<file path="config.mk">
export PLATFORM = sky130hd
export DESIGN_NAME = vend_controller
export DESIGN_NICKNAME = d
export VERILOG_FILES = /design/src/rtl/vend_pkg.sv /design/src/rtl/credit_counter.sv /design/src/rtl/vend_controller.sv
export SDC_FILE = /design/constraint.sdc
export NUM_CORES = 1
export LEC_CHECK = 0
export CAP_MARGIN = 5
export CELL_PAD_IN_SITES_DETAIL_PLACEMENT = 1
export CELL_PAD_IN_SITES_GLOBAL_PLACEMENT = 1
export CORE_ASPECT_RATIO = 0.8
export CORE_MARGIN = 5
export CORE_UTILIZATION = 35
export CTS_BUF_LIST = sky130_fd_sc_hd__clkbuf_16
export DETAILED_ROUTE_END_ITERATION = 8
export PLACE_DENSITY_LB_ADDON = 0.15
export RECOVER_POWER = 100
export SLEW_MARGIN = 20
export SYNTH_ARGS = -nofsm -noshare
export SYNTH_HDL_FRONTEND = slang
export SYNTH_HIERARCHICAL = 1
export SYNTH_SLANG_ARGS = --single-unit
</file>
<file path="constraint.sdc">
create_clock -name clk -period 3.5 [get_ports clk]
set_input_delay 0.35 -clock clk [delete_from_list [all_inputs] [get_ports clk]]
set_output_delay 0.35 -clock clk [all_outputs]
set_load 0.01 [all_outputs]
</file>
<file path="src/rtl/vend_pkg.sv">
// ---------------------------------------------------------------------------
// vend_pkg
// Shared definitions for the vending machine sequencer:
//   - coin codes as they appear on coin_type, and their value in 5-cent units
//   - FSM state encoding
//   - default price / credit limit / credit register width
//   - coin_units(): maps a coin code to its value (0 for the invalid code)
// ---------------------------------------------------------------------------
package vend_pkg;

   localparam logic [1:0] COIN_5C  = 2'b00;
   localparam logic [1:0] COIN_10C = 2'b01;
   localparam logic [1:0] COIN_25C = 2'b10;
   localparam logic [1:0] COIN_BAD = 2'b11;

   localparam logic [2:0] UNITS_5C  = 3'd1;
   localparam logic [2:0] UNITS_10C = 3'd2;
   localparam logic [2:0] UNITS_25C = 3'd5;

   localparam int DEFAULT_PRICE      = 3;
   localparam int DEFAULT_MAX_CREDIT = 10;
   localparam int DEFAULT_CREDIT_W   = 4;

   typedef enum logic [1:0] {
      IDLE,
      COLLECT,
      VEND,
      CHANGE
   } state_t;

   function automatic logic [2:0] coin_units(input logic [1:0] code);
      case (code)
         COIN_5C:  return UNITS_5C;
         COIN_10C: return UNITS_10C;
         COIN_25C: return UNITS_25C;
         default:  return 3'd0;
      endcase
   endfunction

endpackage

</file>
<file path="src/rtl/credit_counter.sv">
// ---------------------------------------------------------------------------
// credit_counter
// Loadable add/subtract credit register with asynchronous active-low clear.
// Ports:
//   clk, rst_n        clock, async active-low clear
//   add_en, add_val   add add_val to the count (wins over sub_en)
//   sub_en, sub_val   subtract sub_val from the count
//   count             current credit
//   zero              count == 0
//   ge_price          count >= PRICE
// ---------------------------------------------------------------------------
module credit_counter
   import vend_pkg::*;
#(
   parameter int CREDIT_W = DEFAULT_CREDIT_W,
   parameter int PRICE    = DEFAULT_PRICE
) (
   input  logic                clk,
   input  logic                rst_n,
   input  logic                add_en,
   input  logic [CREDIT_W-1:0] add_val,
   input  logic                sub_en,
   input  logic [CREDIT_W-1:0] sub_val,
   output logic [CREDIT_W-1:0] count,
   output logic                zero,
   output logic                ge_price
);

   localparam logic [CREDIT_W-1:0] PRICE_U = CREDIT_W'(PRICE);

   always_ff @(posedge clk or negedge rst_n) begin
      if (!rst_n) begin
         count <= '0;
      end else if (add_en) begin
         count <= count + add_val;
      end else if (sub_en) begin
         count <= count - sub_val;
      end
   end

   assign zero     = (count == '0);
   assign ge_price = (count >= PRICE_U);

endmodule

</file>
<file path="src/rtl/vend_controller.sv">
// ---------------------------------------------------------------------------
// vend_controller
// Central sequencer of the vending machine: collects coins into a running
// credit, vends when a product is selected with enough credit, then pays
// back the remainder one 5c coin per cycle. Cancel refunds the whole credit
// through the same change path.
// Ports:
//   clk, rst_n     clock, asynchronous active-low reset
//   coin_valid     one-cycle strobe, coin present on coin_type
//   coin_type      00=1 unit, 01=2 units, 10=5 units, 11=invalid
//   select         buy request strobe
//   cancel         refund request strobe
//   credit         current credit in 5c units
//   coin_reject    pulse: coin returned unaccepted
//   short_credit   pulse: select ignored, credit below PRICE
//   dispense       pulse: release product
//   change_coin    pulse: eject one 5c coin
//   busy           high while vending or paying change
// ---------------------------------------------------------------------------
module vend_controller
   import vend_pkg::*;
#(
   parameter int PRICE      = DEFAULT_PRICE,
   parameter int MAX_CREDIT = DEFAULT_MAX_CREDIT,
   parameter int CREDIT_W   = DEFAULT_CREDIT_W
) (
   input  logic                clk,
   input  logic                rst_n,
   input  logic                coin_valid,
   input  logic [1:0]          coin_type,
   input  logic                select,
   input  logic                cancel,
   output logic [CREDIT_W-1:0] credit,
   output logic                coin_reject,
   output logic                short_credit,
   output logic                dispense,
   output logic                change_coin,
   output logic                busy
);

   // One spare bit so credit + coin value can never wrap before the limit test.
   localparam logic [CREDIT_W:0]   MAX_U   = (CREDIT_W+1)'(MAX_CREDIT);
   localparam logic [CREDIT_W-1:0] PRICE_U = CREDIT_W'(PRICE);
   localparam logic [CREDIT_W-1:0] ONE_U   = CREDIT_W'(1);

   state_t              state;
   logic                zero;
   logic                ge_price;
   logic                accepting;
   logic                do_cancel;
   logic                do_select;
   logic                buy;
   logic                coin_ok;
   logic                coin_take;
   logic                chg_step;
   logic [CREDIT_W:0]   coin_sum;
   logic                add_en;
   logic                sub_en;
   logic [CREDIT_W-1:0] add_val;
   logic [CREDIT_W-1:0] sub_val;

   always_comb begin
      accepting = (state == IDLE) || (state == COLLECT);
      // Cancel only matters with credit held; in IDLE it is not an event.
      do_cancel = (state == COLLECT) && cancel;
      do_select = accepting && select && !do_cancel;
      buy       = do_select && ge_price;
      coin_sum  = {1'b0, credit} + (CREDIT_W+1)'(coin_units(coin_type));
      coin_ok   = (coin_type != COIN_BAD) && (coin_sum <= MAX_U);
      coin_take = accepting && coin_valid && !do_cancel && !do_select && coin_ok;
      // A change coin leaves on the cancel edge itself, and on every edge of
      // VEND/CHANGE while credit remains.
      chg_step  = do_cancel || ((state == VEND || state == CHANGE) && !zero);
      add_en    = coin_take;
      add_val   = CREDIT_W'(coin_units(coin_type));
      sub_en    = buy || chg_step;
      sub_val   = buy ? PRICE_U : ONE_U;
   end

   credit_counter #(
      .CREDIT_W (CREDIT_W),
      .PRICE    (PRICE)
   ) u_credit (
      .clk      (clk),
      .rst_n    (rst_n),
      .add_en   (add_en),
      .add_val  (add_val),
      .sub_en   (sub_en),
      .sub_val  (sub_val),
      .count    (credit),
      .zero     (zero),
      .ge_price (ge_price)
   );

   always_ff @(posedge clk or negedge rst_n) begin
      if (!rst_n) begin
         state        <= IDLE;
         coin_reject  <= 1'b0;
         short_credit <= 1'b0;
         dispense     <= 1'b0;
         change_coin  <= 1'b0;
         busy         <= 1'b0;
      end else begin
         coin_reject  <= coin_valid && !coin_take;
         short_credit <= do_select && !ge_price;
         dispense     <= buy;
         change_coin  <= chg_step;
         case (state)
            IDLE, COLLECT: begin
               busy <= do_cancel || buy;
               if (do_cancel) begin
                  state <= CHANGE;
               end else if (buy) begin
                  state <= VEND;
               end else if (coin_take) begin
                  state <= COLLECT;
               end
            end
            VEND, CHANGE: begin
               // credit already reflects the last deduction
               busy  <= !zero;
               state <= zero ? IDLE : CHANGE;
            end
            default: begin
               busy  <= 1'b0;
               state <= IDLE;
            end
         endcase
      end
   end

endmodule

</file>
==> results.json <==
{
  "initial_utilization_pct": 36.1,
  "grt_antenna_before_repair": 0,
  "clkTransAtPathRegs_ns": 0.05,
  "power.density_mw_per_mm2": 811,
  "ys_warn_count": 6,
  "io_buffers": 15,
  "syn_area_per_cell_um2": 9.72,
  "cts_hold_buf": 0,
  "slew_viol_final": 0,
  "nets": 146,
  "place_area_mm2": 0.00116,
  "critPathRequiredTime_ns": 3.65,
  "grt_pass1_vias": 835,
  "htreeDepth": 1,
  "insertion_delay_ns": 0.24,
  "fin_skew_ns": 0.00347,
  "clkSinkCount": 11,
  "worstSetupPathType": "reg2reg",
  "cts_tree": "yes",
  "die_h_um": 54.7,
  "ir_drop_mv": 0.444,
  "cts-root-buf": "clkbuf_16",
  "fp.coreArea_mm2": 0.00242,
  "hold_ws_ns": 0.522,
  "critPathMaxFanout": 4,
  "tightestPinTransition_ns": 0.516,
  "synth-seq-area-share_pct": 31.5,
  "leakage_nw": 0.634,
  "ant_nets": 0,
  "startpoint": "u_credit/count[0]",
  "design_area_mm2": 0.00135,
  "max_freq_mhz": 293,
  "dr.pass1.iters": 2,
  "reg2reg_to": "u_credit/count[3]",
  "fin_crit_ns": 3.41,
  "dp_hpwl_mm": 1.85,
  "drive_gt1_share_pct": 32.6,
  "cts_buffer_depth": 2,
  "setup_viol_count_final": 0,
  "synth_top_area_share_pct": 31.5,
  "cts_buffers": 3,
  "r2r_start": "u_credit/count[0]",
  "wirelength_mm": 2.52,
  "synth_area_leader_cell": "dfrtp_1",
  "fin_tns_setup_ns": 0,
  "drc": 0,
  "grt_start_max_net_pins": 12,
  "mostFrequentLayoutCells": "buf_4 (16), clkdlybuf4s50_1 (12), dfrtp_1 (11)",
  "ys_ff_latch": 11,
  "dr_total_vias": 788,
  "crit_end": "u_credit/count[3]",
  "outcome": "finished, final reports clean",
  "yosys-top-cells-area": "dfrtp_1 (31%), ha_1 (10%), inv_1 (4.7%), fa_1 (4.6%), and3b_1 (3.0%)",
  "cp-start-kind": "register",
  "worst_setup_path_end_kind": "register",
  "ff2ff_path_depth": 13,
  "drtIter0Drc": 11,
  "reg2reg_slack_ns": 0.09,
  "placementRows": 16,
  "ios": 16,
  "final_common_cell": "buf_4",
  "finalWeightedCongestion": 0.788,
  "vias_per_cell": 4.78,
  "syn2layout_area_growth_pct": 54.2,
  "fp.dieW_um": 65.9,
  "gr-total-overflow": 0,
  "synthArstFlopShare_pct": 100,
  "max_slew_margin_pct": 65.5,
  "final.period_utilization_pct": 97.4,
  "antennaDiodeCount": 0,
  "synthFlopType": "dfrtp_1",
  "nFillCells": 271,
  "dieArea_mm2": 0.00360,
  "hold_violations": 0,
  "hold_path.class": "in2async",
  "wl_per_cell_um": 15.3,
  "cap_viol_max_count": 0,
  "synth_edf_count": 0,
  "syn_inst": 90,
  "arrival_ns": 3.56,
  "syn_area_um2": 875,
  "grt_pass1_wl_mm": 3.93,
  "ys_types": 37,
  "grt_usage_pct": 15.1
}
## worst min-delay path by stage
stage | startpoint | endpoint | slack (ns) | cells after the start
3_3_place_gp | state[0] | state[0] | 0.59 | 2
2_1_floorplan | rst_n | busy | 0.05 | 0
6_report | rst_n | state[0] | 0.52 | 1
3_5_place_dp | state[0] | state[0] | 0.59 | 2
5_1_grt | rst_n | state[0] | 0.58 | 1
4_1_cts | rst_n | short_credit | 0.47 | 1
## layer usage
metal	global-route usage [%]	vias up	wire length, um
met5	0	-	0
met2	28.5	10	1360
li1	-	386	-
met1	17.0	390	1080
met4	5.17	0	19
met3	3.49	2	66
## worst max-delay path, stage by stage (launching register included)
cell	delay, ns
dfrtp_1	0.36
ha_2	0.19
inv_1	0.05
fa_1	0.51
nor3b_2	0.06
a2111o_1	0.35
a221oi_2	0.33
buf_4	0.18
mux2_4	0.32
ha_4	0.28
nand3_4	0.07
and3b_1	0.17
mux2_4	0.26
a211oi_2	0.19
## kinds of logic (layout without fill, tap and decap cells)
group / after synthesis / count (layout) / synth area share (%)
other: 2 / 7 / 0.859
AOI/OAI and AO/OA: 20 / 20 / 16.7
adders and majority gates: 9 / 9 / 14.6
DFF: 11 / 11 / 31.5
and+or+nand+nor: 27 / 27 / 20.2
muxes: 5 / 5 / 6.58
buffers and inverters: 12 / 46 / 5.58
xor gates and xnor gates: 4 / 4 / 4.01
## area by class of cell
class,instances,area [um^2],area share [%]
repair buffers,31,268,19.9
flip-flops and latches,11,275,20.4
well taps,36,45.0,3.34
multi-input cells,72,639,47.4
clock inverters,1,5.00,0.371
clock buffers,3,75.1,5.57
inverters,11,41.3,3.06
## flip-flops by register name, summed over array words and instances (netlist names)
| name | cells |
|---|---|
| u_credit/count | 4 |
| state | 2 |
| busy | 1 |
| change_coin | 1 |
| coin_reject | 1 |
| dispense | 1 |
| short_credit | 1 |
## report_power, final
group          switching, W  total (W)  internal [W]
combinational      0.000299   0.000650      0.000351
sequential        0.0000557   0.000232      0.000177
clock             0.0000606   0.000212      0.000152
## stage by stage
stage / std cells / utilization, % / total power (W) / setup slack, ns
after CTS: 163 / 52.4 / 0.00101 / 0.0796
after detailed placement: 156 / 48.0 / 0.000789 / -0.434
after global routing: 165 / 55.7 / 0.00119 / -0.0495
after floorplan: 95 / - / 0.000561 / 0.0474
after global placement: 156 / 48.0 / 0.000763 / -0.297
final: 165 / 55.7 / 0.00109 / 0.0914
## cell usage after synthesis, types with 2 or more instances
cell type  instances
a211o_1            2
a21oi_1            5
and3b_1            3
conb_1             2
dfrtp_1           11
fa_1               2
ha_1               7
inv_1             11
mux2_2             2
mux2i_1            2
nand2_1            6
nand2b_1           2
nand3b_1           2
nor2b_1            2
o21ai_0            5
or2_2              3
xor2_1             3
## timing repair
action	4_1_cts	5_1_grt
endpoints found under the hold margin	0	0
buffers inserted	3	2
pin swaps	5	12
endpoints found under the setup margin	3	2
resized for setup	2	14
No activity file was read; power rests on OpenSTA's default activity.
